$ cat config.mk
export PLATFORM = sky130hd
export DESIGN_NAME = uart_rx_ctrl
export DESIGN_NICKNAME = d
export VERILOG_FILES = /design/src/rtl/uart_rx_ctrl.sv
export SDC_FILE = /design/constraint.sdc
export NUM_CORES = 1
export LEC_CHECK = 0
export CORE_ASPECT_RATIO = 0.6
export CORE_UTILIZATION = 30
export CTS_BUF_LIST = sky130_fd_sc_hd__clkbuf_4
export CTS_CLUSTER_SIZE = 25
export DETAILED_ROUTE_END_ITERATION = 16
export GPL_ROUTABILITY_DRIVEN = 0
export SLEW_MARGIN = 30
export SYNTH_ARGS = -nofsm -noshare
export SYNTH_HDL_FRONTEND = slang
export SYNTH_SLANG_ARGS = --single-unit
export TNS_END_PERCENT = 1
$ cat constraint.sdc
create_clock -name sys_clk -period 2.1 [get_ports sys_clk]
set_input_delay 0.525 -clock sys_clk [delete_from_list [all_inputs] [get_ports sys_clk]]
set_output_delay 0.525 -clock sys_clk [all_outputs]
set_load 0.05 [all_outputs]
$ cat src/rtl/uart_rx_ctrl.sv
// uart_rx_ctrl: 8N1 UART receiver with 'A'..'D' command decode and order check.
// Ports: sys_clk, rst (sync, active-high), rx in; data_out, data_valid,
// frame_err, seq_err, busy_flag, led, err_cnt out.
module uart_rx_ctrl #(
  parameter int CLK_FREQ     = 50_000_000,
  parameter int BAUD         = 9600,
  parameter int BAUD_CNT_MAX = CLK_FREQ / BAUD,
  parameter int HALF         = BAUD_CNT_MAX / 2
) (
  input  logic       sys_clk,
  input  logic       rst,
  input  logic       rx,
  output logic [7:0] data_out,
  output logic       data_valid,
  output logic       frame_err,
  output logic       seq_err,
  output logic       busy_flag,
  output logic [3:0] led,
  output logic [7:0] err_cnt
);

  localparam int CW = $clog2(BAUD_CNT_MAX);
  localparam logic [CW-1:0] CNT_LAST = CW'(BAUD_CNT_MAX - 1);
  localparam logic [CW-1:0] CNT_MID  = CW'(HALF - 1);

  typedef enum logic [1:0] {
    IDLE,
    START,
    DATA,
    STOP
  } state_t;

  state_t        state;
  logic [CW-1:0] baud_cnt;
  logic [CW-1:0] baud_nxt;
  logic [2:0]    bit_cnt;
  logic [7:0]    shreg;

  logic       rx_m;
  logic       rx_s;
  logic       rx_d;
  logic [1:0] settle;
  logic       start_edge;

  logic [7:0] exp_chr;
  logic       is_cmd;
  logic       seq_bad;
  logic       err_inc;

  // The three line flops reset high, so for three cycles after reset they
  // still hold reset values rather than line samples. Edge detection waits
  // until they are all real, otherwise a line held low through reset would
  // look like a fresh high-to-low edge.
  always_ff @(posedge sys_clk) begin
    if (rst) begin
      rx_m   <= 1'b1;
      rx_s   <= 1'b1;
      rx_d   <= 1'b1;
      settle <= 2'd0;
    end else begin
      rx_m <= rx;
      rx_s <= rx_m;
      rx_d <= rx_s;
      if (settle != 2'd3)
        settle <= settle + 2'd1;
    end
  end

  assign start_edge = (settle == 2'd3) & rx_d & ~rx_s;

  assign baud_nxt = (baud_cnt == CNT_LAST) ? '0
                  : baud_cnt + CW'(1);

  always_ff @(posedge sys_clk) begin
    if (rst) begin
      state      <= IDLE;
      baud_cnt   <= '0;
      bit_cnt    <= 3'd0;
      shreg      <= 8'h00;
      data_out   <= 8'h00;
      data_valid <= 1'b0;
      frame_err  <= 1'b0;
      busy_flag  <= 1'b0;
    end else begin
      data_valid <= 1'b0;
      frame_err  <= 1'b0;
      unique case (state)
        IDLE: begin
          baud_cnt <= '0;
          if (start_edge) begin
            state     <= START;
            busy_flag <= 1'b1;
          end
        end
        START: begin
          baud_cnt <= baud_nxt;
          if (baud_cnt == CNT_MID && rx_s) begin
            state     <= IDLE;
            busy_flag <= 1'b0;
          end else if (baud_cnt == CNT_LAST) begin
            state   <= DATA;
            bit_cnt <= 3'd0;
          end
        end
        DATA: begin
          baud_cnt <= baud_nxt;
          if (baud_cnt == CNT_MID)
            shreg <= {rx_s, shreg[7:1]};
          if (baud_cnt == CNT_LAST) begin
            bit_cnt <= bit_cnt + 3'd1;
            if (bit_cnt == 3'd7)
              state <= STOP;
          end
        end
        STOP: begin
          baud_cnt <= baud_nxt;
          // Leave at mid stop bit so a following start edge is never missed.
          if (baud_cnt == CNT_MID) begin
            state     <= IDLE;
            busy_flag <= 1'b0;
            if (rx_s) begin
              data_out   <= shreg;
              data_valid <= 1'b1;
            end else begin
              frame_err <= 1'b1;
            end
          end
        end
        default: state <= IDLE;
      endcase
    end
  end

  assign is_cmd  = (data_out >= 8'h41) && (data_out <= 8'h44);
  assign seq_bad = data_valid && (data_out != exp_chr);
  assign err_inc = seq_bad | frame_err;

  always_ff @(posedge sys_clk) begin
    if (rst) begin
      led     <= 4'b0000;
      seq_err <= 1'b0;
      err_cnt <= 8'd0;
      exp_chr <= 8'h41;
    end else begin
      seq_err <= seq_bad;
      if (err_inc && err_cnt != 8'hFF)
        err_cnt <= err_cnt + 8'd1;
      if (data_valid && is_cmd) begin
        exp_chr <= (data_out == 8'h44) ? 8'h41
                 : data_out + 8'd1;
        unique case (data_out)
          8'h41:   led <= 4'b0001;
          8'h42:   led <= 4'b0010;
          8'h43:   led <= 4'b0100;
          default: led <= 4'b1000;
        endcase
      end
    end
  end

endmodule

# Word-level counts from Yosys, hierarchy flattened
# Index checks and enable logic that the tools add are counted.
[word_totals]
reg_bits = 63
[classes]
muxes = 21
bitwise_logic = 6
order_cmp = 2
n_eq_ne = 22
reduce_logical = 15
n_addsub = 5
[op_table]
columns = ["operator", "n"]
rows = [
  ["$eq A8 B7 Y1 const B", 4],
  ["$pmux W13 S2", 1],
  ["$add A8 B1 Y8 const B", 2],
  ["$ne A2 B2 Y1 const B", 8],
  ["$add A13 B1 Y13 const B", 1],
  ["$eq A13 B12 Y1 const B", 1],
  ["$eq A13 B13 Y1 const B", 1],
  ["$mux W13", 1],
  ["$mux W2", 6],
  ["$pmux W4 S3", 1],
  ["$mux W3", 3],
  ["$ge A8 B7 Y1 const B", 1],
  ["$le A8 B7 Y1 const B", 1],
  ["$mux W8", 1],
  ["$ne A8 B8 Y1", 1],
  ["$ne A8 B8 Y1 const B", 1],
  ["$pmux W2 S4", 1],
  ["$reduce_and A4 Y1", 2],
  ["$eq A2 B2 Y1 const B", 3],
  ["$pmux W3 S2", 1],
  ["$reduce_or A3 Y1", 2],
  ["$logic_and A1 B1 Y1", 5],
  ["$mux W1", 5],
  ["$reduce_and A5 Y1", 1],
  ["other kinds (14)", 17],
]

# Longest topological paths before layout
# Gate-level depths: netlist of run 1.
[logic_depth]
word_depth = 5
mapped_depth = 8

# Least setup slack after synthesis of run 1
# No wires, ideal clock.
[synth_path]
path_kind = "register to register"
start = "register data_out[0]"
end = "register exp_chr[6]"
path_stages_with_launch = 8
arrival_ns = 1.904
setup_ns = 0.127
path_slack_ns = 0.069
path_cell_list = "dfxtp_1 -> inv_1 -> ha_1 -> nand3b_1 -> o21ai_0 -> and4_1 -> buf_2 -> or3_1"
[synth_between]
elab_chain_cells = 3
[synth_lines]
columns = ["element", "line_no", "rtl"]
rows = [
  ["from (decl)", "13", "output logic [7:0] data_out,"],
  ["from (signal assigned)", "122", "data_out <= shreg;"],
  ["$ge A8 B7 Y1 / $le A8 B7 Y1 (equally long branches)", "134", "assign is_cmd = (data_out >= 8'h41) && (data_out <= 8'h44);"],
  ["$logic_and A1 B1 Y1", "134", ""],
  ["$logic_and A1 B1 Y1", "148", "if (data_valid && is_cmd) begin"],
  ["to (signal assigned)", "149", "exp_chr <= (data_out == 8'h44) ? 8'h41"],
  ["to (decl)", "45", "logic [7:0] exp_chr;"],
]
# Parallel ways exist; a longest one is shown, timed or not.
# A chain may end at the register's enable or synchronous reset.

# Worst setup path after layout of run 1
[layout_path]
start = "register baud_cnt[1]"
end = "register bit_cnt[1]"
[layout_between]
elab_chain_cells = 4
[layout_lines]
columns = ["element", "line_no", "rtl"]
rows = [
  ["from (decl)", "34", "logic [CW-1:0] baud_cnt;"],
  ["from (signal assigned)", "96", "baud_cnt <= baud_nxt;"],
  ["from (signal assigned)", "106", "baud_cnt <= baud_nxt;"],
  ["from (signal assigned)", "116", "baud_cnt <= baud_nxt;"],
  ["$eq A13 B12 Y1", "97", "if (baud_cnt == CNT_MID && rx_s) begin"],
  ["$logic_and A1 B1 Y1", "97", ""],
  ["$ne A2 B2 Y1 (no line)", "--", ""],
  ["$reduce_and A4 Y1 (no line) (*)", "--", ""],
  ["to (signal assigned)", "110", "bit_cnt <= bit_cnt + 3'd1;"],
  ["to (decl)", "36", "logic [2:0] bit_cnt;"],
]
# Mark *: on every way between the ends. The rest lies on a longest branch, timed or not.

==> impl_results.html, run 1 <==
<table>
<tr><th>Metric</th><th>Value</th></tr>
<tr><th colspan="2">Synth</th></tr>
<tr><td>Syn_nets</td><td>310</td></tr>
<tr><td>Total standard cell area after synthesis</td><td>2834 µm²</td></tr>
<tr><td>Synth area leader</td><td>sky130_fd_sc_hd__dfxtp_1</td></tr>
<tr><td>Most instantiated flip-flop cell in the synthesis netlist</td><td>sky130_fd_sc_hd__dfxtp_1</td></tr>
<tr><td>Number of enable flip-flop cells after synthesis</td><td>0</td></tr>
<tr><td>Ys Warns</td><td>0</td></tr>
<tr><td>Mux contribution to synthesized area</td><td>between 7 and 8%</td></tr>
<tr><td>Number of distinct library cell variants in the gate-level netlist after synthesis</td><td>50</td></tr>
<tr><td>Dominant combinational cell family by area after synthesis</td><td>simple AND/OR/NAND/NOR gates</td></tr>
<tr><td>Compound-Gate Fraction of Synth Area</td><td>8.477%</td></tr>
<tr><td>Fraction of synthesized cell area taken by the top area cell type</td><td>44.50%</td></tr>
<tr><td>Main area contributors after synthesis</td><td>sky130_fd_sc_hd__dfxtp_1 (45%), sky130_fd_sc_hd__mux2i_1 (7.1%), sky130_fd_sc_hd__nor2_1 (6.9%)</td></tr>
<tr><td>Parity-gate share of the synthesized area counting xor and xnor cells</td><td>5.872%</td></tr>
<tr><td>Fraction of registers with async set or reset after synthesis</td><td>0%</td></tr>
<tr><td>Cells after synthesis</td><td>298</td></tr>
<tr><td>Post-Synthesis Mean Instance Area</td><td>roughly 9.5 µm²</td></tr>
<tr><td>Synthesized flop and latch total</td><td>63</td></tr>
<tr><td>Area share of fa/ha/maj cells after synthesis</td><td>between 3 and 4%</td></tr>
<tr><td>Post-synthesis sequential area ratio</td><td>44.50%</td></tr>
<tr><td>Simple-gate share of the synthesized area</td><td>roughly 25%</td></tr>
<tr><th colspan="2">Finish</th></tr>
<tr><td>Area of combinational cells with multiple inputs</td><td>1465 µm²</td></tr>
<tr><td>Final nets</td><td>346</td></tr>
<tr><td>Leading cell types in the layout, fill and taps excluded</td><td>sky130_fd_sc_hd__dfxtp_1 (63), sky130_fd_sc_hd__nor2_1 (51), sky130_fd_sc_hd__buf_4 (22)</td></tr>
<tr><td>Post-route cell area</td><td>3349 µm²</td></tr>
<tr><td>Area growth from synthesis to layout</td><td>18.19%</td></tr>
<tr><td>Number of inserted filler cells in the final layout</td><td>949</td></tr>
<tr><td>Final core utilization</td><td>36.59%</td></tr>
<tr><td>Reg area</td><td>1261 µm²</td></tr>
<tr><td>Count of placed standard cells in the final layout, fillers left out</td><td>approximately 470</td></tr>
<tr><td>Layout cells sized above 1</td><td>between 10% and 20%</td></tr>
<tr><td>Antenna diode count</td><td>0</td></tr>
<tr><td>Most common cell after layout, fill and taps aside</td><td>sky130_fd_sc_hd__dfxtp_1</td></tr>
<tr><th colspan="2">Floorplanning</th></tr>
<tr><td>X dimension of the die</td><td>approximately 130 µm</td></tr>
<tr><td>Number of placement rows</td><td>27</td></tr>
<tr><td>Die Outline Area</td><td>9852 µm²</td></tr>
<tr><td>Placeable core area</td><td>9155 µm²</td></tr>
<tr><td>Chip height</td><td>77.29 µm</td></tr>
<tr><td>Count of pins on the block boundary</td><td>27</td></tr>
<tr><td>Effective utilization at floorplan</td><td>30.96%</td></tr>
<tr><th colspan="2">Critical path</th></tr>
<tr><td>CP Buf/Inv Count</td><td>1</td></tr>
<tr><td>Largest fanout of any net on the critical path</td><td>8</td></tr>
<tr><td>Crit. End Element</td><td>register</td></tr>
<tr><td>Startpoint-to-endpoint class of the critical path</td><td>register to register</td></tr>
<tr><td>Highest cell delay on the worst timing path</td><td>420 ps</td></tr>
<tr><td>Data arrival time of the worst path</td><td>2250 ps</td></tr>
<tr><td>Slowest stage cell on the critical path</td><td>sky130_fd_sc_hd__dfxtp_1</td></tr>
<tr><td>Cell family with the largest share of critical-path delay</td><td>compound AO/OA/AOI/OAI gates</td></tr>
<tr><td>CP cell instances</td><td>ha_1 -&gt; buf_4 -&gt; and3_1 -&gt; nand4_1 -&gt; a21o_1 -&gt; a22oi_1 -&gt; nor2_1</td></tr>
<tr><td>Required time at the worst-slack endpoint</td><td>2410 ps</td></tr>
<tr><td>Type of element launching the critical path</td><td>register</td></tr>
<tr><th colspan="2">CTS</th></tr>
<tr><td>Cell at the root of the clock tree</td><td>sky130_fd_sc_hd__clkbuf_4</td></tr>
<tr><td>Post-CTS Hold Buffers</td><td>0</td></tr>
<tr><td>TritonCTS clock tree</td><td>yes</td></tr>
<tr><td>Largest buffer count on any clock path</td><td>2</td></tr>
<tr><td>Sinks on Clock Net</td><td>63</td></tr>
<tr><td>TritonCTS Buffers</td><td>9</td></tr>
<tr><td>Clock-pin slew reported for the worst setup and hold paths after clock tree synthesis</td><td>100 ps</td></tr>
<tr><td>Level count of the clock H-tree</td><td>3</td></tr>
<tr><td>Setup Buffers After CTS</td><td>0</td></tr>
<tr><td>Latest clock arrival within the worst-skew pair</td><td>420 ps</td></tr>
<tr><th colspan="2">Hold path</th></tr>
<tr><td>Kind of path behind the tightest hold check</td><td>register to register</td></tr>
<tr><th colspan="2">Power</th></tr>
<tr><td>Total power divided by cell area</td><td>624.1 nW/µm²</td></tr>
<tr><td>Max rail drop VDD</td><td>0.2886 mV</td></tr>
<tr><td>Combinational group share of total power</td><td>3.7%</td></tr>
<tr><td>Portion of total power attributed to the clock network</td><td>38.0%</td></tr>
<tr><td>Sequential cell fraction of total power</td><td>58.3%</td></tr>
<tr><td>P_leak</td><td>1.307 nW</td></tr>
<tr><td>Internal power</td><td>1.590 mW</td></tr>
<tr><td>Sw Pwr</td><td>500.4 µW</td></tr>
<tr><td>Switch share</td><td>23.94%</td></tr>
<tr><td>Total power</td><td>2.090 mW</td></tr>
<tr><th colspan="2">Timing</th></tr>
<tr><td>Total count of max-transition violations in the final report</td><td>0</td></tr>
<tr><td>Minimum clock period after layout</td><td>slightly below 2000 ps</td></tr>
<tr><td>Transition time at the pin with the least slew margin</td><td>between 400 and 500 ps</td></tr>
<tr><td>Final hold violation count</td><td>0</td></tr>
<tr><td>Final setup violation count</td><td>0</td></tr>
<tr><td>Slew Limit Headroom</td><td>66.83%</td></tr>
<tr><td>Fin Clk Skew</td><td>13.56 ps</td></tr>
<tr><td>Achievable Freq</td><td>515.0 MHz</td></tr>
<tr><td>Setup repair after global routing missed its margin</td><td>yes</td></tr>
<tr><td>Final worst path period share</td><td>92.46%</td></tr>
<tr><th colspan="2">Placed design</th></tr>
<tr><td>Standard cell area after detailed placement</td><td>3221 µm²</td></tr>
<tr><td>HPWL after DPL</td><td>4591 µm</td></tr>
<tr><td>IO buf count</td><td>26</td></tr>
<tr><td>DP Cell Count</td><td>roughly 450</td></tr>
<tr><th colspan="2">Detailed routing</th></tr>
<tr><td>First-iteration detailed-routing DRC count</td><td>126</td></tr>
<tr><td>Detailed-route wire length per cell</td><td>13.02 µm</td></tr>
<tr><td>Number of nets with antenna violations after detailed routing</td><td>0</td></tr>
<tr><td>Number of search-and-repair iterations in the first detailed-routing pass</td><td>5</td></tr>
<tr><td>DRC violations left</td><td>0</td></tr>
<tr><td>Drt via density</td><td>about 4.7</td></tr>
<tr><td>Wire length after detailed routing</td><td>6107 µm</td></tr>
<tr><td>Routed vias</td><td>roughly 2,200</td></tr>
<tr><th colspan="2">Global route</th></tr>
<tr><td>Largest net degree at the start of global routing</td><td>24</td></tr>
<tr><td>Global-route wire length before repair</td><td>10,630 µm</td></tr>
<tr><td>Antenna violations before repair</td><td>0</td></tr>
<tr><td>Global-route usage over all layers</td><td>14.07%</td></tr>
<tr><td>Number of global-route vias before repair</td><td>2,126</td></tr>
<tr><td>Total grt overflow</td><td>0</td></tr>
<tr><th colspan="2">Run status</th></tr>
<tr><td>Outcome</td><td>complete, no violations</td></tr>
<tr><th colspan="2">Flow run</th></tr>
<tr><td>Number of maximum-capacitance violations</td><td>0</td></tr>
</table>
-- power groups by stage --
stage                     clock network, mW  logic, mW  registers, mW
after CTS                             0.834     0.0777           1.22
final                                 0.794     0.0770           1.22
after detailed placement                  0     0.0772           1.25
after global placement                    0     0.0754           1.25
after global routing                  0.891     0.0871           1.22
after floorplan                           0     0.0474           1.25
-- routing by layer --
metal,up-vias,global-route usage [%],part of all wire (%)
met2,44,18.74,38
li1,1129,-,-
met3,12,5.373,5.1
met1,1018,20.25,55
met4,0,4.643,1.4
met5,-,0,0
-- state kept, by name, summed over array words and instances, names as in the netlist, named ones only --
| register | count |
|---|---|
| frame_err | 1 |
| seq_err | 1 |
| shreg | 8 |
| data_valid | 1 |
| baud_cnt | 13 |
| rx_s | 1 |
| state | 1 |
| data_out | 8 |
| err_cnt | 8 |
| exp_chr | 8 |
| busy_flag | 1 |
| bit_cnt | 3 |
| settle | 2 |
| rx_m | 1 |
| led | 4 |
| rx_d | 1 |
-- worst reg2reg max path: stages, from the launching register on --
cell	delay, ps
sky130_fd_sc_hd__dfxtp_1	420
sky130_fd_sc_hd__ha_1	250
sky130_fd_sc_hd__buf_4	160
sky130_fd_sc_hd__and3_1	150
sky130_fd_sc_hd__nand4_1	300
sky130_fd_sc_hd__a21o_1	300
sky130_fd_sc_hd__a22oi_1	200
sky130_fd_sc_hd__nor2_1	50
-- worst paths after layout --
kind              depth (start not counted)                   start                      end  slack, ps
setup / recovery                          7  baud_cnt[1]$_SDFF_PP0_  bit_cnt[1]$_SDFFE_PP0P_        160
hold / removal                            1         rx_m$_SDFF_PP1_          rx_s$_SDFF_PP1_        420
setup reg to reg                          7  baud_cnt[1]$_SDFF_PP0_  bit_cnt[1]$_SDFFE_PP0P_        160
hold reg to reg                           1         rx_m$_SDFF_PP1_          rx_s$_SDFF_PP1_        420
-- synthesized netlist by cell type, types with 2 or more instances --
cell and n:
sky130_fd_sc_hd__or2_2 3, sky130_fd_sc_hd__a22oi_1 2, sky130_fd_sc_hd__nand2_1 15, sky130_fd_sc_hd__o21ai_1 2
sky130_fd_sc_hd__o31ai_1 3, sky130_fd_sc_hd__nor4_1 2, sky130_fd_sc_hd__or3_1 2, sky130_fd_sc_hd__nand4_1 7
sky130_fd_sc_hd__mux2i_1 20, sky130_fd_sc_hd__nor3b_1 2, sky130_fd_sc_hd__nor3_1 5, sky130_fd_sc_hd__a21o_1 4
sky130_fd_sc_hd__a21oi_1 8, sky130_fd_sc_hd__o21ai_0 7, sky130_fd_sc_hd__and2_1 4, sky130_fd_sc_hd__and3_1 6
sky130_fd_sc_hd__a211oi_1 3, sky130_fd_sc_hd__and4_1 3, sky130_fd_sc_hd__ha_1 9, sky130_fd_sc_hd__buf_6 3
sky130_fd_sc_hd__xor2_1 6, sky130_fd_sc_hd__nand3_1 12, sky130_fd_sc_hd__dfxtp_1 63, sky130_fd_sc_hd__or4_1 3
sky130_fd_sc_hd__nor2_1 52, sky130_fd_sc_hd__inv_1 11, sky130_fd_sc_hd__nor2b_1 3, sky130_fd_sc_hd__xnor2_1 13
sky130_fd_sc_hd__clkbuf_1 3, sky130_fd_sc_hd__nor4_4 2
-- stage by stage --
step	TNS [ps]	setup WS, ps	hold WS (ps)
floorplan	0	69.25	389.5
global placement	0	196.8	403.9
detailed placement	0	139.2	398.1
CTS	0	3.073	423.7
global route	-5.376	-5.376	448.3
finish	0	158.2	417.9
-- logic make-up after synthesis --
kind of cell	Yosys count
simple gates	129
flops	63
compound gates	36
mux	22
buf+inv	20
xor+xnor	19
fa+ha+maj	9
-- repair_timing --
item | in CTS | in global routing
setup endpoints to repair | 8 | 11
resized for setup | 8 | 4
endpoints found under the hold margin | 0 | 0
cloned | 0 | 0
-- area by class of cell --
type	instances	share of cell area (%)
Clock inverter	7	1.905
Sequential cell	63	37.65
Clock buffer	9	2.017
Multi-Input combinational cell	215	43.74
Inverter	11	1.233
Tap cell	130	4.856
Timing Repair Buffer	34	8.592
Power figures use the tool's default switching activity.
==> run 2, diff against run 1 <==
==> constraint.sdc (replaced) <==
create_clock -name sys_clk -period 1.94 [get_ports sys_clk]
set_input_delay 0.485 -clock sys_clk [delete_from_list [all_inputs] [get_ports sys_clk]]
set_output_delay 0.485 -clock sys_clk [all_outputs]
set_load 0.05 [all_outputs]
==> run 2 against run 1 <==
Net effect: die area stayed put; utilization is 0.83 points higher; sequential power is 8% higher; sequential share of layout area is 0.77 points lower; via count is 2.8% higher; worst hold slack better by 11 ps; wire length is 2.0% higher; global-route usage is 0.086 points lower; clock-buffer cell count is 1 higher; maximum frequency is 6.9% higher; clock skew is 1.6 ps higher; critical path type unchanged; highest routed layer unchanged.
==> impl_results.html, run 2 (synthesized netlist as in run 1, its figures left out) <==
<table>
<tr><th>Metric</th><th>Value</th></tr>
<tr><th colspan="2">Power</th></tr>
<tr><td>Sw Pwr</td><td>565.9 µW</td></tr>
<tr><td>Internal power</td><td>1.613 mW</td></tr>
<tr><td>Switch share</td><td>25.97%</td></tr>
<tr><td>Sequential cell fraction of total power</td><td>60.6%</td></tr>
<tr><td>P_leak</td><td>1.305 nW</td></tr>
<tr><td>Total power divided by cell area</td><td>636.1 nW/µm²</td></tr>
<tr><td>Combinational group share of total power</td><td>4.0%</td></tr>
<tr><td>Total power</td><td>2.179 mW</td></tr>
<tr><td>Portion of total power attributed to the clock network</td><td>around 35%</td></tr>
<tr><td>Max rail drop VDD</td><td>0.2396 mV</td></tr>
<tr><th colspan="2">CTS</th></tr>
<tr><td>Level count of the clock H-tree</td><td>3</td></tr>
<tr><td>Clock-pin slew reported for the worst setup and hold paths after clock tree synthesis</td><td>110 ps</td></tr>
<tr><td>Post-CTS Hold Buffers</td><td>0</td></tr>
<tr><td>Cell at the root of the clock tree</td><td>sky130_fd_sc_hd__clkbuf_4</td></tr>
<tr><td>TritonCTS clock tree</td><td>yes</td></tr>
<tr><td>Sinks on Clock Net</td><td>63</td></tr>
<tr><td>TritonCTS Buffers</td><td>9</td></tr>
<tr><td>Largest buffer count on any clock path</td><td>2</td></tr>
<tr><td>Setup Buffers After CTS</td><td>0</td></tr>
<tr><td>Latest clock arrival within the worst-skew pair</td><td>420 ps</td></tr>
<tr><th colspan="2">Critical path</th></tr>
<tr><td>Cell family with the largest share of critical-path delay</td><td>simple AND/OR/NAND/NOR gates</td></tr>
<tr><td>Slowest stage cell on the critical path</td><td>sky130_fd_sc_hd__dfxtp_1</td></tr>
<tr><td>Launch instance of the worst register-to-register path</td><td>data_out[4]$_SDFFE_PP0P_</td></tr>
<tr><td>Crit. End Element</td><td>register</td></tr>
<tr><td>CP cell instances</td><td>xnor2_1 -&gt; nand4_1 -&gt; nor3_4 -&gt; nor2_1 -&gt; mux2_1</td></tr>
<tr><td>Highest cell delay on the worst timing path</td><td>430 ps</td></tr>
<tr><td>Beginning of the critical path</td><td>data_out[4]$_SDFFE_PP0P_</td></tr>
<tr><td>Required time at the worst-slack endpoint</td><td>2260 ps</td></tr>
<tr><td>Startpoint-to-endpoint class of the critical path</td><td>register to register</td></tr>
<tr><td>Data arrival time of the worst path</td><td>2140 ps</td></tr>
<tr><td>CP Buf/Inv Count</td><td>0</td></tr>
<tr><td>Worst Reg-to-Reg Cells</td><td>5</td></tr>
<tr><td>Largest fanout of any net on the critical path</td><td>8</td></tr>
<tr><td>Type of element launching the critical path</td><td>register</td></tr>
<tr><td>Cell count along the critical path</td><td>5</td></tr>
<tr><th colspan="2">Finish</th></tr>
<tr><td>Final nets</td><td>356</td></tr>
<tr><td>Reg area</td><td>between 1000 and 1500 µm²</td></tr>
<tr><td>Flip-flop count of the largest register after layout</td><td>13</td></tr>
<tr><td>Most common cell after layout, fill and taps aside</td><td>sky130_fd_sc_hd__dfxtp_1</td></tr>
<tr><td>Number of inserted filler cells in the final layout</td><td>949</td></tr>
<tr><td>Largest Register</td><td>baud_cnt</td></tr>
<tr><td>Area of combinational cells with multiple inputs</td><td>1483 µm²</td></tr>
<tr><td>Area growth from synthesis to layout</td><td>20.88%</td></tr>
<tr><td>Leading cell types in the layout, fill and taps excluded</td><td>sky130_fd_sc_hd__dfxtp_1 (61), sky130_fd_sc_hd__nor2_1 (51), sky130_fd_sc_hd__buf_4 (40)</td></tr>
<tr><td>Layout cells sized above 1</td><td>21.20%</td></tr>
<tr><th colspan="2">Global route</th></tr>
<tr><td>Largest net degree at the start of global routing</td><td>26</td></tr>
<tr><td>Number of global-route vias before repair</td><td>2,050</td></tr>
<tr><td>Global-route usage over all layers</td><td>between 10 and 15%</td></tr>
<tr><td>Total grt overflow</td><td>0</td></tr>
<tr><td>Global-route wire length before repair</td><td>between 10,000 and 15,000 µm</td></tr>
<tr><td>Antenna violations before repair</td><td>0</td></tr>
<tr><th colspan="2">Detailed routing</th></tr>
<tr><td>Number of nets with antenna violations after detailed routing</td><td>0</td></tr>
<tr><td>First-iteration detailed-routing DRC count</td><td>225</td></tr>
<tr><td>Wire length after detailed routing</td><td>6230 µm</td></tr>
<tr><td>DRC violations left</td><td>0</td></tr>
<tr><td>Routed vias</td><td>about 2,300</td></tr>
<tr><td>Drt via density</td><td>4.717</td></tr>
<tr><td>Number of search-and-repair iterations in the first detailed-routing pass</td><td>4</td></tr>
<tr><td>Detailed-route wire length per cell</td><td>12.98 µm</td></tr>
<tr><th colspan="2">Placed design</th></tr>
<tr><td>HPWL after DPL</td><td>4418 µm</td></tr>
<tr><td>IO buf count</td><td>26</td></tr>
<tr><th colspan="2">Hold path</th></tr>
<tr><td>Kind of path behind the tightest hold check</td><td>register to register</td></tr>
<tr><td>Worst Hold Depth</td><td>1</td></tr>
<tr><td>Hold_sp</td><td>rx_m$_SDFF_PP1_</td></tr>
<tr><th colspan="2">Floorplanning</th></tr>
<tr><td>Effective utilization at floorplan</td><td>30.96%</td></tr>
<tr><td>Die Outline Area</td><td>9852 µm²</td></tr>
<tr><td>Placeable core area</td><td>9155 µm²</td></tr>
<tr><td>Number of placement rows</td><td>27</td></tr>
<tr><td>Chip height</td><td>77.29 µm</td></tr>
<tr><td>Count of pins on the block boundary</td><td>27</td></tr>
<tr><td>X dimension of the die</td><td>roughly 130 µm</td></tr>
<tr><th colspan="2">Timing</th></tr>
<tr><td>Slew Limit Headroom</td><td>66.50%</td></tr>
<tr><td>Fin Clk Skew</td><td>around 15 ps</td></tr>
<tr><td>Minimum clock period after layout</td><td>1817 ps</td></tr>
<tr><td>Final hold violation count</td><td>0</td></tr>
<tr><td>Final worst path period share</td><td>between 90% and 100%</td></tr>
<tr><td>Final setup violation count</td><td>0</td></tr>
<tr><td>Transition time at the pin with the least slew margin</td><td>499.2 ps</td></tr>
<tr><td>Setup repair after global routing missed its margin</td><td>no</td></tr>
<tr><td>Setup tns final</td><td>0 ps</td></tr>
<tr><td>Achievable Freq</td><td>roughly 550 MHz</td></tr>
<tr><td>Total count of max-transition violations in the final report</td><td>0</td></tr>
<tr><th colspan="2">Flow run</th></tr>
<tr><td>Number of maximum-capacitance violations</td><td>0</td></tr>
<tr><th colspan="2">Run status</th></tr>
<tr><td>Outcome</td><td>complete, no violations</td></tr>
</table>
## run 2: power by group through the flow
| stage | combinational, mW | clock [mW] | sequential, mW |
|---|---|---|---|
| 3_3_place_gp | 0.0857 | 0 | 1.35 |
| 4_1_cts | 0.0877 | 0.808 | 1.32 |
| 2_1_floorplan | 0.0513 | 0 | 1.36 |
| 5_1_grt | 0.0995 | 0.864 | 1.32 |
| 3_5_place_dp | 0.0878 | 0 | 1.35 |
| 6_report | 0.0872 | 0.772 | 1.32 |
## run 2: worst paths after layout
check,endpoint,slack [ps]
setup / recovery,err_cnt[0]$_SDFFE_PP0P_,120
hold / removal,rx_s$_SDFF_PP1_,430
setup reg to reg,err_cnt[0]$_SDFFE_PP0P_,120
hold reg to reg,rx_s$_SDFF_PP1_,430
## run 2: final cells by class
type / count / share of cell area (%)
repair buffers: 44 / 10.52
clock buffers: 10 / 2.191
diodes: 1 / 0.07305
flip-flops and latches: 63 / 36.89
well taps: 130 / 4.748
multi-input cells: 215 / 43.28
inverters: 11 / 1.205
clock inverters: 6 / 1.096
## run 2: what timing repair did
| item | 4_1_cts | 5_1_grt |
|---|---|---|
| setup endpoints to repair | 0 | 13 |
| endpoints found under the hold margin | 0 | 0 |
| gates resized for setup | 0 | 5 |
## run 2: through the flow
stage | instances | hold slack, ps | setup slack [ps] | cell area (µm²) | utilization (%)
2_1_floorplan | 298 | 389.5 | 18.03 | 2836 | -
3_3_place_gp | 463 | 402.2 | 98.38 | 3288 | 35.92
3_5_place_dp | 463 | 404.7 | 42.97 | 3288 | 35.92
4_1_cts | 479 | 435.3 | 16.63 | 3401 | 37.15
5_1_grt | 479 | 440.3 | 11.84 | 3423 | 37.39
6_report | 480 | 428.6 | 123.5 | 3426 | 37.42
## run 2: routing by layer
layer / track usage, % / vias to the layer above / part of all wire [%]
met5: 0 / - / 0
li1: - / 1146 / -
met4: 3.929 / 0 / 1.4
met1: 20.78 / 1062 / 57
met3: 6.071 / 10 / 5.1
met2: 17.54 / 46 / 37
## run 2: worst reg2reg max path, stage by stage, from the launching register on
cell and delay, ps:
sky130_fd_sc_hd__dfxtp_1 430, sky130_fd_sc_hd__xnor2_1 150, sky130_fd_sc_hd__nand4_1 280, sky130_fd_sc_hd__nor3_4 380
sky130_fd_sc_hd__nor2_1 130, sky130_fd_sc_hd__mux2_1 340
